## config.mk

```make
export PLATFORM = sky130hd
export DESIGN_NAME = uart_rx
export DESIGN_NICKNAME = d
export VERILOG_FILES = /design/src/rtl/uart_rx.sv
export SDC_FILE = /design/constraint.sdc
export NUM_CORES = 1
export LEC_CHECK = 0
export CAP_MARGIN = 20
export CORE_MARGIN = 5
export CORE_UTILIZATION = 55
export DETAILED_ROUTE_END_ITERATION = 7
export PLACE_DENSITY = 0.83
export SLEW_MARGIN = 20
export SYNTH_ARGS = -nofsm -noshare
export SYNTH_HDL_FRONTEND = slang
export SYNTH_SLANG_ARGS = --single-unit
```

## constraint.sdc

```tcl
create_clock -name wb_clk -period 5.2 [get_ports wb_clk]
set_clock_uncertainty 0.1 [all_clocks]
set_input_delay 0.52 -clock wb_clk [delete_from_list [all_inputs] [get_ports wb_clk]]
set_output_delay 0.52 -clock wb_clk [all_outputs]
set_load 0.01 [all_outputs]
```

## src/rtl/uart_rx.sv

```systemverilog
// Wishbone UART receiver: oversampled 8N1 deframer feeding a small receive FIFO,
// with DATA (offset 0) and STATUS (offset 4) registers on the data bus.
module uart_rx #(
    parameter int              AWIDTH       = 8,
    parameter logic [AWIDTH-1:0] ADDR       = 8'h70,
    parameter int              CLKS_PER_BIT = 8,
    parameter int              FIFO_DEPTH   = 8
) (
    input  logic        wb_clk,
    input  logic        wb_rst,
    input  logic [31:0] wb_dbus_adr,
    input  logic [31:0] wb_dbus_dat,
    input  logic [3:0]  wb_dbus_sel,
    input  logic        wb_dbus_we,
    input  logic        wb_dbus_cyc,
    output logic [31:0] rdt,
    output logic        ack,
    input  logic        rx,
    output logic        rx_ready
);

    localparam int CW = $clog2(CLKS_PER_BIT);
    localparam int PW = $clog2(FIFO_DEPTH);
    localparam int NW = PW + 1;

    typedef enum logic [1:0] {S_IDLE, S_START, S_DATA, S_STOP} state_t;

    state_t          state_q;
    logic            sync1_q, sync2_q, prev_q;
    logic [CW-1:0]   bit_cnt_q;
    logic [2:0]      bit_idx_q;
    logic [7:0]      shift_q;
    logic            push_q, ferr_set_q;
    logic [7:0]      push_byte_q;

    logic [7:0]      mem_q [FIFO_DEPTH];
    logic [PW-1:0]   wr_ptr_q, rd_ptr_q, wr_ptr_d, rd_ptr_d;
    logic [NW-1:0]   count_q, count_d;
    logic            overrun_q, overrun_d, ferr_q, ferr_d;
    logic            ack_q, rx_ready_q, do_pop_q, clr_ovr_q, clr_ferr_q;
    logic [31:0]     rdt_q;

    logic            sel_s, req_s, fall_s, full_s, not_empty_s;
    logic            pop_s, push_ok_s, ovr_set_s;
    logic [31:0]     status_s, rd_data_s;
    logic            unused_s;

    assign fall_s      = prev_q & ~sync2_q;
    assign full_s      = (count_q == NW'(FIFO_DEPTH));
    assign not_empty_s = (count_q != NW'(0));
    assign sel_s       = wb_dbus_cyc & (wb_dbus_adr[31:32-AWIDTH] == ADDR);
    assign req_s       = sel_s & ~ack_q;
    assign unused_s    = ^{wb_dbus_sel, wb_dbus_adr[31-AWIDTH:3], wb_dbus_adr[1:0],
                           wb_dbus_dat[31:4], wb_dbus_dat[1:0]};

    assign ack      = ack_q;
    assign rdt      = rdt_q;
    assign rx_ready = rx_ready_q;

    // Receive FSM with input synchroniser; emits one-cycle push / framing-error pulses
    always_ff @(posedge wb_clk) begin
        if (wb_rst) begin
            state_q     <= S_IDLE;
            sync1_q     <= 1'b1;
            sync2_q     <= 1'b1;
            prev_q      <= 1'b1;
            bit_cnt_q   <= '0;
            bit_idx_q   <= 3'd0;
            shift_q     <= 8'h00;
            push_q      <= 1'b0;
            push_byte_q <= 8'h00;
            ferr_set_q  <= 1'b0;
        end else begin
            sync1_q    <= rx;
            sync2_q    <= sync1_q;
            prev_q     <= sync2_q;
            push_q     <= 1'b0;
            ferr_set_q <= 1'b0;
            case (state_q)
                S_IDLE: begin
                    if (fall_s) begin
                        state_q   <= S_START;
                        bit_cnt_q <= '0;
                    end
                end
                S_START: begin
                    if (bit_cnt_q == CW'(CLKS_PER_BIT/2 - 1)) begin
                        bit_cnt_q <= '0;
                        bit_idx_q <= 3'd0;
                        state_q   <= sync2_q ? S_IDLE : S_DATA;
                    end else begin
                        bit_cnt_q <= bit_cnt_q + CW'(1);
                    end
                end
                S_DATA: begin
                    if (bit_cnt_q == CW'(CLKS_PER_BIT - 1)) begin
                        bit_cnt_q          <= '0;
                        shift_q[bit_idx_q] <= sync2_q;
                        bit_idx_q          <= bit_idx_q + 3'd1;
                        if (bit_idx_q == 3'd7) begin
                            state_q <= S_STOP;
                        end
                    end else begin
                        bit_cnt_q <= bit_cnt_q + CW'(1);
                    end
                end
                S_STOP: begin
                    if (bit_cnt_q == CW'(CLKS_PER_BIT - 1)) begin
                        bit_cnt_q   <= '0;
                        push_q      <= sync2_q;
                        push_byte_q <= shift_q;
                        ferr_set_q  <= ~sync2_q;
                        state_q     <= S_IDLE;
                    end else begin
                        bit_cnt_q <= bit_cnt_q + CW'(1);
                    end
                end
                default: state_q <= S_IDLE;
            endcase
        end
    end

    // Read mux and FIFO/status next-state; pops and clears apply at the end of the ack cycle
    always_comb begin
        status_s = {16'h0000, 8'(count_q), 4'h0, ferr_q, overrun_q, full_s, not_empty_s};
        if (wb_dbus_adr[2]) begin
            rd_data_s = status_s;
        end else if (not_empty_s) begin
            rd_data_s = {24'h000000, mem_q[rd_ptr_q]};
        end else begin
            rd_data_s = 32'h0000_0000;
        end

        pop_s     = do_pop_q;
        push_ok_s = push_q & (~full_s | pop_s);
        ovr_set_s = push_q & full_s & ~pop_s;

        wr_ptr_d = push_ok_s ? wr_ptr_q + PW'(1) : wr_ptr_q;
        rd_ptr_d = pop_s     ? rd_ptr_q + PW'(1) : rd_ptr_q;
        case ({push_ok_s, pop_s})
            2'b10:   count_d = count_q + NW'(1);
            2'b01:   count_d = count_q - NW'(1);
            default: count_d = count_q;
        endcase

        // Set events win over a same-cycle software clear
        if (ovr_set_s) begin
            overrun_d = 1'b1;
        end else if (clr_ovr_q) begin
            overrun_d = 1'b0;
        end else begin
            overrun_d = overrun_q;
        end
        if (ferr_set_q) begin
            ferr_d = 1'b1;
        end else if (clr_ferr_q) begin
            ferr_d = 1'b0;
        end else begin
            ferr_d = ferr_q;
        end
    end

    // Bus, FIFO pointer and status registers
    always_ff @(posedge wb_clk) begin
        if (wb_rst) begin
            ack_q      <= 1'b0;
            rdt_q      <= 32'h0000_0000;
            do_pop_q   <= 1'b0;
            clr_ovr_q  <= 1'b0;
            clr_ferr_q <= 1'b0;
            wr_ptr_q   <= '0;
            rd_ptr_q   <= '0;
            count_q    <= '0;
            overrun_q  <= 1'b0;
            ferr_q     <= 1'b0;
            rx_ready_q <= 1'b0;
        end else begin
            ack_q      <= req_s;
            rdt_q      <= (req_s & ~wb_dbus_we) ? rd_data_s : 32'h0000_0000;
            do_pop_q   <= req_s & ~wb_dbus_we & ~wb_dbus_adr[2] & not_empty_s;
            clr_ovr_q  <= req_s & wb_dbus_we & wb_dbus_adr[2] & wb_dbus_dat[2];
            clr_ferr_q <= req_s & wb_dbus_we & wb_dbus_adr[2] & wb_dbus_dat[3];
            wr_ptr_q   <= wr_ptr_d;
            rd_ptr_q   <= rd_ptr_d;
            count_q    <= count_d;
            overrun_q  <= overrun_d;
            ferr_q     <= ferr_d;
            rx_ready_q <= (count_d != NW'(0));
        end
    end

    // FIFO storage; contents are only meaningful between the pointers
    always_ff @(posedge wb_clk) begin
        if (push_ok_s) begin
            mem_q[wr_ptr_q] <= push_byte_q;
        end else begin
            mem_q[wr_ptr_q] <= mem_q[wr_ptr_q];
        end
    end

endmodule

```

==> results.toml, run 1 <==
[place]
io_buffers = 29
preCtsSetupSlack_ns = 2.59
placed_cells = 510
place_hpwl_mm = 5.91
post_dp_cell_area_um2 = 5330
finalWeightedCongestion = 0.778

[global_routing]
antenna_found_initial = 0
grt_pass1_vias = 3028
grt_max_degree = 44
globalRoute.totalOverflow = 0
track_usage_pct = 18.9
grt_pass1_wl_mm = 15.8

[clock_tree]
post_cts_buffers = 0
ctsHtreeMaxLevel = 4
cts_tree = "built"
clkLatencyLatePin_ns = 0.51
cts.sinks = 125
cts.clk_slew.worst_paths_ns = 0.06
hold_buffers = 0
ctsLongestPathBuffers = 2
cts_buffers = 17
cts_root_buffer = "clkbuf_8"
ctsResizeCount = 0

[floorplan]
io_pins = 107
core_um2 = 9110
die_height_um = 106
num_rows = 35
start_util_pct = 55.4
die-area_um2 = 11200
die_w_um = 106

[route]
drc = 0
wl_per_cell_um = 17.9
vias = 2983
dr.first_iter.drc_count = 212
ant_nets = 0
first_pass_iters = 4
vias_per_cell = 5.50
wl_mm = 9.72

[final_layout]
nets = 500
syn2layout_area_growth_pct = 17.2
final_common_cell = "edfxtp_1"
fin_cells = 542
antenna_cells = 0
fin_util_pct = 65.0
finish.instance_area_um2 = 5920
drive_gt1_share_pct = 14.4
most-common-layout-cells = "64 x edfxtp_1, 60 x dfxtp_1, 35 x nor2_1"

[synth]
ys_top_cells_by_area = "edfxtp_1 38%, dfxtp_1 24%, mux4_2 7.1%"
synth-edff-count = 64
yosysSeqAreaShare_pct = 62.2
synth_cell_type_count = 54
yosysWarnings = 0
avgSynthCellArea_um2 = 12.9
synth_top_area_cell = "edfxtp_1"
postSynthCellCount = 390
async_flop_share_pct = 0
synthFlopType = "edfxtp_1"
synth_area_um2 = 5050
synth_top_area_share_pct = 38.1
synth_seq_cells = 125

[timing]
relSlewSlack_pct = 35.8
finalCriticalPeriod_ns = 2.50
hold-worst-slack_ns = 0.315
setup_violations = 0
finalCritPeriodShare_pct = 48.1
setup_ws_ns = 2.70
rsz0062_at_grt = "no"
setup_tns_ns = 0
finalMaxSlewViolations = 0
max_freq_mhz = 400
final_hold_viol_count = 0
tightest_slew_ns = 0.960

[critical_path]
cp-start-kind = "flop"
cp-end-kind = "flop"
crit_type = "flop to flop"
crit_buf_inv = 0
cp_cell_sequence = "nand2b_1 -> xnor2_1 -> ha_1 -> or4b_2 -> nand3_1 -> a21boi_0 -> a31oi_1"
slowest_stage = "dfxtp_1"
cp.arrival_ns = 2.78
cp.required_ns = 5.48
crit_family = "simple AND/OR/NAND/NOR gates"
cp_max_fo = 13
cp_slowest_stage_delay_ns = 0.63

[status]
outcome = "complete, no violations"

[hold_path]
min_path_type = "flop to flop"

[power]
power_mw = 2.22
ir_worst_vdd_uv = 260
leakage_nw = 2.10
power_density_nw_per_um2 = 376

[job]
cap_violations = 0
## report_power, final
group	internal, mW	total, mW	switching (mW)
clock	0.730	1.16	0.431
combinational	0.0148	0.0326	0.0178
sequential	1.03	1.03	0.00303
## layout make-up
class	instances	area, um2
fillers	625	3190
flip-flops and latches	125	3140
multi-input cells	233	1700
clock buffers	18	418
repair buffers	32	313
clock inverters	14	170
well taps	111	139
inverters	9	33.8
## Yosys cell counts (2+ instances only)
cell type,n
edfxtp_1,64
dfxtp_1,61
nor2_1,35
nand2_1,29
a21oi_1,24
buf_4,20
mux2i_1,17
mux4_2,16
clkbuf_1,15
ha_1,9
inv_1,9
nand2b_1,7
o21ai_0,7
nand3_1,5
and2_1,4
buf_2,4
nand3b_1,4
nor3_1,4
or2_2,4
xnor2_1,4
nand4b_1,3
o21ai_1,3
or3_1,3
a211oi_1,2
a31oi_1,2
and4_1,2
buf_1,2
nor2b_1,2
nor3b_1,2
o22ai_1,2
or4b_1,2
## sequential cells by signal, summed over array words and instances (netlist names), 3 cells and up, named ones only
register	count
bit_idx_q	3
shift_q	8
bit_cnt_q	3
push_byte_q	8
count_q	4
rd_ptr_q	3
rdt	12
wr_ptr_q	3
mem_q	64
## worst paths after layout
| check | start | endpoint | slack, ns | cells past startpoint |
|---|---|---|---|---|
| setup reg to reg | do_pop_q | rx_ready | 2.70 | 7 |
| hold reg to reg | sync1_q | sync2_q | 0.31 | 1 |
| setup / recovery | do_pop_q | rx_ready | 2.70 | 7 |
| hold / removal | sync1_q | sync2_q | 0.31 | 1 |
## metal layers
layer / wire [um] / vias to the layer above / global-route usage, %
met1: 3770 / 1474 / 21.4
met3: 400 / 9 / 5.14
li1: - / 1430 / -
met4: 82 / 0 / 6.57
met5: 0 / - / 0
met2: 5470 / 70 / 34.2
## kinds of logic (layout without fill, tap and decap cells)
kind of cell,count (synthesis),in the layout,synth area share [%]
DFF,125,125,62.2
and+or+nand+nor,117,117,12.8
muxes,34,34,10.7
AOI/OAI and AO/OA,48,48,5.50
xor gates and xnor gates,5,5,0.867
adders and majority gates,9,9,2.23
buffers and inverters,51,73,5.53
other,1,20,0.0743
## worst register-to-register path, delay by kind of cell, from the launching register on
kind | cells | cell delay (ns)
flops | 1 | 0.63
simple gates | 3 | 0.92
fa+ha+maj | 1 | 0.21
xor+xnor | 1 | 0.16
compound gates | 2 | 0.35
Note: power is estimated with default switching activity, not from simulation.
==> run 2, diff against run 1 <==
--- a/config.mk
+++ b/config.mk
@@ -7,9 +7,9 @@
 export LEC_CHECK = 0
 export CAP_MARGIN = 20
 export CORE_MARGIN = 5
-export CORE_UTILIZATION = 55
+export CORE_UTILIZATION = 51
 export DETAILED_ROUTE_END_ITERATION = 7
-export PLACE_DENSITY = 0.83
+export PLACE_DENSITY = 0.78
 export SLEW_MARGIN = 20
 export SYNTH_ARGS = -nofsm -noshare
 export SYNTH_HDL_FRONTEND = slang
==> constraint.sdc (replaced) <==
create_clock -name wb_clk -period 2.6 [get_ports wb_clk]
set_clock_uncertainty 0.1 [all_clocks]
set_input_delay 0.26 -clock wb_clk [delete_from_list [all_inputs] [get_ports wb_clk]]
set_output_delay 0.26 -clock wb_clk [all_outputs]
set_load 0.01 [all_outputs]
==> run 2 against run 1 <==
Against the previous run:
- global-route usage fell by 1.9 points
- worst setup slack got worse by 2.3 ns
- critical path type unchanged
- clock power increased by 80%
- first-iteration DRC count decreased by 12%
- via count shrank 0.23%
- flip-flop and latch count stayed put
- hold slack worse by 0.094 ns
- sequential share of layout area shrank 0.75 points
- die area is 7.1% higher
==> results.toml, run 2 (synthesis results as in run 1) <==
[global_routing]
grt_pass1_vias = 3014
globalRoute.totalOverflow = 0
grt.met3_usage_pct = 3.70
antenna_found_initial = 0
track_usage_pct = 17.0
grt_busiest_layer = "met2"
met2_usage_pct = 29.2
use_met1_pct = 20.5
grt_max_degree = 43
grt_pass1_wl_mm = 15.1

[power]
power_density_nw_per_um2 = 703
ir_worst_vdd_uv = 469
leakage_nw = 2.14

[job]
cap_violations = 0

[timing]
relSlewSlack_pct = 62.8
setup_ws_ns = 0.359
finalMaxSlewViolations = 0
finalCriticalPeriod_ns = 2.24
final_hold_viol_count = 0
tightest_slew_ns = 0.551
setup_tns_ns = 0
finalCritPeriodShare_pct = 86.2
setup_violations = 0
max_freq_mhz = 446
rsz0062_at_grt = "no"
hold-worst-slack_ns = 0.221

[hold_path]
holdPathStages = 2
min_path_type = "input pin to flop"

[final_layout]
drive_gt1_share_pct = 16.6
final_common_cell = "edfxtp_1"
syn2layout_area_growth_pct = 18.8
nets = 514
fin_util_pct = 61.7
largest_reg_flops = 64
antenna_cells = 0
largest-register = "mem_q"
nFillCells = 745
finish.instance_area_um2 = 6000
most-common-layout-cells = "64 x edfxtp_1, 61 x dfxtp_1, 35 x nor2_1"

[clock_tree]
cts.clk_slew.worst_paths_ns = 0.06
cts_root_buffer = "clkbuf_8"
ctsHtreeMaxLevel = 4
ctsLongestPathBuffers = 2
post_cts_buffers = 0
hold_buffers = 0
ctsResizeCount = 0
clkLatencyLatePin_ns = 0.51
cts.sinks = 125
cts_buffers = 17
cts_tree = "built"

[route]
vias_per_cell = 5.15
first_pass_iters = 5
wl_per_cell_um = 15.7
drc = 0
vias = 2976
wl_mm = 9.07
dr.first_iter.drc_count = 186
ant_nets = 0

[critical_path]
cp_max_fo = 12
path_depth = 4
crit_type = "flop to flop"
cp_slowest_stage_delay_ns = 0.65
crit_buf_inv = 1
reg2reg_depth = 4
cp.arrival_ns = 2.41
cp.required_ns = 2.77
cp_cell_sequence = "or4b_1 -> o211ai_1 -> nor2_1 -> buf_4"
cp-start-kind = "flop"
cp-end-kind = "flop"
crit_family = "simple AND/OR/NAND/NOR gates"
slowest_stage = "or4b_1"

[floorplan]
start_util_pct = 51.9
die_height_um = 110
die_w_um = 110
die-area_um2 = 12000
num_rows = 36
core_um2 = 9730
io_pins = 107

[place]
finalWeightedCongestion = 0.782
io_buffers = 29
preCtsSetupSlack_ns = 0.369
post_dp_cell_area_um2 = 5460
place_hpwl_mm = 6.22

[status]
outcome = "complete, no violations"
## run 2: cell types whose count changed in the layout (fill, tap and decap cells not counted)
cell / previous run / this run
clkinv_1: 0 / 2
clkinv_4: 3 / 1
clkinv_2: 3 / 2
dfxtp_1: 60 / 61
buf_4: 3 / 17
dfxtp_2: 1 / 0
bufinv_16: 3 / 1
clkinvlp_4: 4 / 8
clkbuf_1: 1 / 0
## run 2: final timing paths
path	startpoint	endpoint	slack (ns)
min	rx	sync1_q	0.22
max reg2reg	count_q[1]	mem_q[7][3]	0.36
max	count_q[1]	mem_q[7][3]	0.36
min reg2reg	sync1_q	sync2_q	0.31
## run 2: where the power goes
group / leakage [nW] / internal, mW / switching (mW)
combinational: 0.815 / 0.0295 / 0.0360
sequential: 1.08 / 2.06 / 0.00642
clock: 0.239 / 1.25 / 0.831
total: 2.14 / 3.34 / 0.874
## run 2: metrics by stage
stage / instances / total power [mW]
finish: 578 / 4.22
global route: 578 / 4.35
CTS: 578 / 4.25
detailed placement: 546 / 2.17
global placement: 546 / 2.17
floorplan: 409 / 2.16
## run 2: area by class of cell
class | count | area, um2 | share of cell area (%)
Tap cell | 133 | 166 | 2.77
Multi-Input combinational cell | 233 | 1700 | 28.3
Inverter | 9 | 33.8 | 0.563
Clock inverter | 15 | 125 | 2.09
Sequential cell | 125 | 3140 | 52.4
Clock buffer | 17 | 414 | 6.90
Timing Repair Buffer | 46 | 418 | 6.97
## run 2: worst register-to-register path, stage by stage, from the launching register on
cell and delay (ns):
dfxtp_1 0.41, or4b_1 0.65, o211ai_1 0.40, nor2_1 0.23, buf_4 0.22
## run 2: layer usage
layer | up-vias | share of wire (%)
met3 | 11 | 4.2
li1 | 1462 | -
met2 | 63 | 52
met5 | - | 0
met1 | 1440 | 42
met4 | 0 | 1.4
==> run 3, diff against run 2 <==
--- a/config.mk
+++ b/config.mk
@@ -10,6 +10,7 @@
 export CORE_UTILIZATION = 51
 export DETAILED_ROUTE_END_ITERATION = 7
 export PLACE_DENSITY = 0.78
+export SETUP_SLACK_MARGIN = 0.05
 export SLEW_MARGIN = 20
 export SYNTH_ARGS = -nofsm -noshare
 export SYNTH_HDL_FRONTEND = slang
==> results of run 3 <==
The final DEF is identical to that of run 2; final timing and power are the same.
